## src/rtl/rc4_pkg.sv

```systemverilog
// Shared RC4 key-schedule definitions: FSM state encoding and S-box size.
package rc4_pkg;

    localparam int S_SIZE = 256;

    typedef enum logic [3:0] {
        IDLE,
        INIT,
        RD_I,
        LD_I,
        RD_J,
        LD_J,
        WR_I,
        WR_J,
        DONE
    } rc4_state_e;

endpackage

```

## src/rtl/rc4_key_sel.sv

```systemverilog
// Key byte mux and key-index successor; purely combinational, zero latency.
// No flow control: the caller decides when the index advances.
module rc4_key_sel #(
    parameter int MAX_KEY_BYTES = 3,
    parameter int KLW           = $clog2(MAX_KEY_BYTES + 1)
) (
    input  logic [8*MAX_KEY_BYTES-1:0] secret_key_i,
    input  logic [KLW-1:0]             kidx_i,
    input  logic [KLW-1:0]             klen_i,
    output logic [7:0]                 key_byte_o,
    output logic [KLW-1:0]             kidx_next_o
);

    // Byte 0 sits in the most significant position of the key bus.
    always_comb begin
        key_byte_o = '0;
        for (int k = 0; k < MAX_KEY_BYTES; k++) begin
            if (kidx_i == KLW'(k)) begin
                key_byte_o = secret_key_i[8*(MAX_KEY_BYTES-k)-1 -: 8];
            end
        end
    end

    // Compare-and-clear wrap instead of a modulo by the key length.
    assign kidx_next_o = (kidx_i == klen_i - KLW'(1)) ? '0 : kidx_i + KLW'(1);

endmodule

```

## src/rtl/rc4_ksa_engine.sv

```systemverilog
// RC4 key-scheduling engine over an external 256x8 S-memory: 6 cycles per i, 1536 total (+256 if RC4_INIT_EN fills S).
// Start is accepted only when idle; requests while busy are dropped.
module rc4_ksa_engine
    import rc4_pkg::*;
#(
    parameter int MAX_KEY_BYTES = 3,
    parameter int KLW           = $clog2(MAX_KEY_BYTES + 1)
) (
    input  logic                       clk,
    input  logic                       rst_n,
    input  logic                       start,
    input  logic [KLW-1:0]             key_len,
    input  logic [8*MAX_KEY_BYTES-1:0] secret_key,
    input  logic [7:0]                 data_from_mem,
    output logic [7:0]                 address,
    output logic [7:0]                 data_to_mem,
    output logic                       wren,
    output logic                       busy,
    output logic                       done
);

    rc4_state_e     state_q, state_d;
    logic [8:0]     i_q, i_d;
    logic [7:0]     j_q, j_d;
    logic [7:0]     data_i_q, data_i_d;
    logic [7:0]     data_j_q, data_j_d;
    logic [KLW-1:0] kidx_q, kidx_d;
    logic [KLW-1:0] klen_q, klen_d;
    logic [KLW-1:0] klen_eff;
    logic [KLW-1:0] kidx_next;
    logic [7:0]     key_byte;

    assign klen_eff = (key_len == '0 || key_len > KLW'(MAX_KEY_BYTES))
                    ? KLW'(MAX_KEY_BYTES) : key_len;

    rc4_key_sel #(
        .MAX_KEY_BYTES (MAX_KEY_BYTES),
        .KLW           (KLW)
    ) u_key_sel (
        .secret_key_i (secret_key),
        .kidx_i       (kidx_q),
        .klen_i       (klen_q),
        .key_byte_o   (key_byte),
        .kidx_next_o  (kidx_next)
    );

    always_comb begin
        state_d     = state_q;
        i_d         = i_q;
        j_d         = j_q;
        data_i_d    = data_i_q;
        data_j_d    = data_j_q;
        kidx_d      = kidx_q;
        klen_d      = klen_q;
        address     = '0;
        data_to_mem = '0;
        wren        = 1'b0;
        busy        = (state_q != IDLE);
        done        = 1'b0;
        case (state_q)
            IDLE: begin
                if (start) begin
                    klen_d = klen_eff;
                    i_d    = '0;
                    j_d    = '0;
                    kidx_d = '0;
`ifdef RC4_INIT_EN
                    state_d = INIT;
`else
                    state_d = RD_I;
`endif
                end
            end
`ifdef RC4_INIT_EN
            // i doubles as the fill counter; it is back at 0 when the schedule starts.
            INIT: begin
                address     = i_q[7:0];
                data_to_mem = i_q[7:0];
                wren        = 1'b1;
                if (i_q == 9'(S_SIZE - 1)) begin
                    i_d     = '0;
                    state_d = RD_I;
                end else begin
                    i_d = i_q + 9'd1;
                end
            end
`endif
            RD_I: begin
                address = i_q[7:0];
                state_d = LD_I;
            end
            LD_I: begin
                address  = i_q[7:0];
                data_i_d = data_from_mem;
                j_d      = j_q + data_from_mem + key_byte;
                state_d  = RD_J;
            end
            RD_J: begin
                address = j_q;
                state_d = LD_J;
            end
            LD_J: begin
                address  = j_q;
                data_j_d = data_from_mem;
                state_d  = WR_I;
            end
            WR_I: begin
                address     = i_q[7:0];
                data_to_mem = data_j_q;
                wren        = 1'b1;
                state_d     = WR_J;
            end
            WR_J: begin
                address     = j_q;
                data_to_mem = data_i_q;
                wren        = 1'b1;
                i_d         = i_q + 9'd1;
                kidx_d      = kidx_next;
                state_d     = (i_q == 9'(S_SIZE - 1)) ? DONE : RD_I;
            end
            DONE: begin
                done    = 1'b1;
                state_d = IDLE;
            end
            default: state_d = IDLE;
        endcase
    end

    always_ff @(posedge clk or negedge rst_n) begin
        if (!rst_n) begin
            state_q  <= IDLE;
            i_q      <= '0;
            j_q      <= '0;
            data_i_q <= '0;
            data_j_q <= '0;
            kidx_q   <= '0;
            klen_q   <= '0;
        end else begin
            state_q  <= state_d;
            i_q      <= i_d;
            j_q      <= j_d;
            data_i_q <= data_i_d;
            data_j_q <= data_j_d;
            kidx_q   <= kidx_d;
            klen_q   <= klen_d;
        end
    end

endmodule

```

## config.mk

```make
export PLATFORM = sky130hd
export DESIGN_NAME = rc4_ksa_engine
export DESIGN_NICKNAME = d
export VERILOG_FILES = /design/src/rtl/rc4_pkg.sv /design/src/rtl/rc4_key_sel.sv /design/src/rtl/rc4_ksa_engine.sv
export SDC_FILE = /design/constraint.sdc
export NUM_CORES = 1
export LEC_CHECK = 0
export ABC_AREA = 1
export CAP_MARGIN = 20
export CELL_PAD_IN_SITES_DETAIL_PLACEMENT = 0
export CELL_PAD_IN_SITES_GLOBAL_PLACEMENT = 1
export CORE_MARGIN = 1
export CORE_UTILIZATION = 35
export CTS_CLUSTER_SIZE = 24
export DETAILED_ROUTE_END_ITERATION = 10
export HOLD_SLACK_MARGIN = 0.06
export PLACE_DENSITY_LB_ADDON = 0.1
export SETUP_SLACK_MARGIN = 0.15
export SLEW_MARGIN = 0
export SYNTH_ARGS = -nofsm -noshare
export SYNTH_HDL_FRONTEND = slang
export SYNTH_SLANG_ARGS = --single-unit
```

## constraint.sdc

```tcl
create_clock -name clk -period 3.8 [get_ports clk]
set_input_delay 0.95 -clock clk [delete_from_list [all_inputs] [get_ports clk]]
set_output_delay 0.95 -clock clk [all_outputs]
set_load 0.005 [all_outputs]
```

==> flow_summary.json <==
{
  "r2r_setup_slack_ns": 0.61,
  "p_seq_share_pct": 29.7,
  "std_cell_rows": 31,
  "power.total_uw": 2500,
  "n_antenna_cell": 0,
  "pwr-share-clk_pct": 11.6,
  "holdCritPathClass": "reg2reg",
  "worstSetupStartpointType": "flop",
  "grt_usage_pct": 18.8,
  "tns_ns": 0,
  "hold_buffers": 0,
  "synth_top_cells_by_area": "dfrtp_1, nand2_1, inv_1",
  "coreArea_mm2": 0.00721,
  "syn_nets": 381,
  "regArea_mm2": 0.00103,
  "netlist_area_mm2": 0.00260,
  "final.setup.worst_slack_ns": 0.483,
  "slew_viol_final": 0,
  "cts_buffers": 5,
  "synth_common_cells": "nand2_1, inv_1, dfrtp_1",
  "synth_seq_cells": 41,
  "drive_gt1_share_pct": 5.76,
  "place_congestion": 0.858,
  "status": "finished, final reports clean",
  "cts.sinks": 41,
  "endpoint_kind": "output port",
  "clock_latency_ns": 0.29,
  "synth_ff_type": "dfrtp_1",
  "slew_headroom_pct": 35.7,
  "io_buffers": 55,
  "ys_seq_area_share_pct": 39.5,
  "cp_max_fo": 9,
  "fin_crit_ns": 3.32,
  "cts_tree": "built",
  "async_flop_share_pct": 100,
  "first_pass_iters": 4,
  "drc": 0,
  "post-cts-setup-buffer-count": 0,
  "post_cts_resized": 0,
  "dpl.hpwl_mm": 5.11,
  "die-area_mm2": 0.00777,
  "vias": 2312,
  "pre_cts_ws_ns": 0.335,
  "clockBufferDepth": 2,
  "period_share_pct": 87.3,
  "yosys.area.top_type": "dfrtp_1",
  "swShare_pct": 45.4,
  "grt_pass1_vias": 2153,
  "rsz0062_at_grt": "false",
  "die_y_um": 88.1,
  "root_buffer": "clkbuf_8",
  "p_leak_uw": 0.00156,
  "crit_arrival_ns": 2.37,
  "hold_viol": 0,
  "yosysMostFrequentCell": "nand2_1",
  "finalSetupViolCount": 0,
  "overflow": 0,
  "synth_warnings": 0,
  "max_freq_mhz": 302,
  "syn_to_final_growth_pct": 27.6,
  "cts_htree_levels": 2,
  "crit_type": "reg2out",
  "p_switching_uw": 1140,
  "wire_per_inst_um": 13.6,
  "finClkSkew_ns": 0.00613,
  "combPwrFrac_pct": 58.7,
  "p_per_area_mw_per_mm2": 756,
  "grt_max_degree": 42,
  "p_int_uw": 1370,
  "clkTransAtPathRegs_ns": 0.09,
  "ant_nets": 0,
  "postRouteWirelength_mm": 6.54,
  "syn_inst": 325,
  "start_util_pct": 36.0,
  "netlist.area_leader.share_pct": 39.5,
  "via_per_inst": 4.81,
  "grt_pass1_wl_mm": 10.9,
  "worstMarginPinSlew_ns": 0.965,
  "ios": 56,
  "die_w_um": 88.1,
  "synth_area_per_cell_um2": 7.99,
  "final.fill_count": 762,
  "antenna_found_initial": 0,
  "yosysUniqueCellTypes": 28,
  "peakVddDrop_mv": 0.234,
  "synth-edff-count": 0,
  "nets": 437,
  "drtIter0Drc": 145,
  "max-cap-violations": 0,
  "multi_input_area_mm2": 0.00132,
  "worstPathRequired_ns": 2.85
}
==> flip-flops by register name, indices dropped and copies added (netlist names) <==
register / flops
klen_q: 2
data_j_q: 8
kidx_q: 2
state_q: 4
j_q: 8
data_i_q: 8
i_q: 9
==> worst paths after layout <==
| path | startpoint | depth (start not counted) | endpoint |
|---|---|---|---|
| setup / recovery | state_q[0] | 6 | address[7] |
| hold / removal | data_j_q[4] | 2 | data_j_q[4] |
| setup reg to reg | kidx_q[1] | 13 | j_q[5] |
| hold reg to reg | data_j_q[4] | 2 | data_j_q[4] |
| max in group asynchronous | rst_n | 1 | j_q[2] |
| min in group asynchronous | rst_n | 1 | state_q[1] |
==> power groups by stage <==
stage / clock [uW] / sequential, uW / combinational [uW]
final: 290 / 745 / 1470
after global routing: 318 / 768 / 1700
after CTS: 298 / 746 / 1490
after detailed placement: 0 / 754 / 1480
after global placement: 0 / 751 / 1470
after floorplan: 0 / 718 / 1040
==> worst max-delay path, stage by stage (launching register included) <==
cell and delay [ns]:
dfrtp_1 0.38, inv_1 0.13, nand2_1 0.16, nor2_2 0.35
a21oi_1 0.24, o22ai_1 0.25, clkdlybuf4s50_1 0.55
==> cells by family after synthesis <==
| logic type | share of synthesized area, % |
|---|---|
| XOR/XNOR | 1.69 |
| AND/OR/NAND/NOR | 18.7 |
| adder cells (fa/ha/maj) | 11.5 |
| buffers and inverters | 9.49 |
| AO/OA/AOI/OAI | 19.2 |
| flip-flops | 39.5 |
==> cell type report <==
type,count,area share (%)
Clock buffer,5,2.08
Clock inverter,3,0.529
Inverter,55,6.23
Multi-Input combinational cell,223,40.0
Sequential cell,41,31.0
Tap cell,99,3.74
Timing Repair Buffer,55,16.5
==> through the flow <==
| stage | cell area, um^2 | utilization [%] | std cells | hold slack [ns] |
|---|---|---|---|---|
| 2_1_floorplan | 2600 | - | 325 | 0.453 |
| 3_3_place_gp | 3230 | 44.7 | 473 | 0.467 |
| 3_5_place_dp | 3230 | 44.7 | 473 | 0.474 |
| 4_1_cts | 3310 | 45.9 | 481 | 0.497 |
| 5_1_grt | 3310 | 45.9 | 481 | 0.511 |
| 6_report | 3310 | 45.9 | 481 | 0.493 |
==> per-layer routing <==
metal / routed length [um] / track usage (%) / vias up
li1: - / - / 1184
met4: 76 / 4.84 / 0
met2: 2890 / 28.3 / 61
met5: 0 / 0 / -
met1: 3290 / 28.0 / 1062
met3: 285 / 3.11 / 5
==> placed cells by master (no fill, tap or decap), types with 2 or more instances in the layout <==
cell type         n
inv_2             2
nor3_1            5
nand2_1          78
clkbuf_8          5
a21oi_1           5
o22ai_1          16
inv_1            53
clkdlybuf4s50_1  54
dfrtp_1          41
fa_1              8
a22o_2            8
a22oi_1           8
nor2_1           16
nand3_1          14
ha_1             11
clkinv_2          2
xor2_1            3
xnor2_1           2
nand4_1           2
o21ai_0          39
Note: power is estimated with default switching activity, not from simulation.
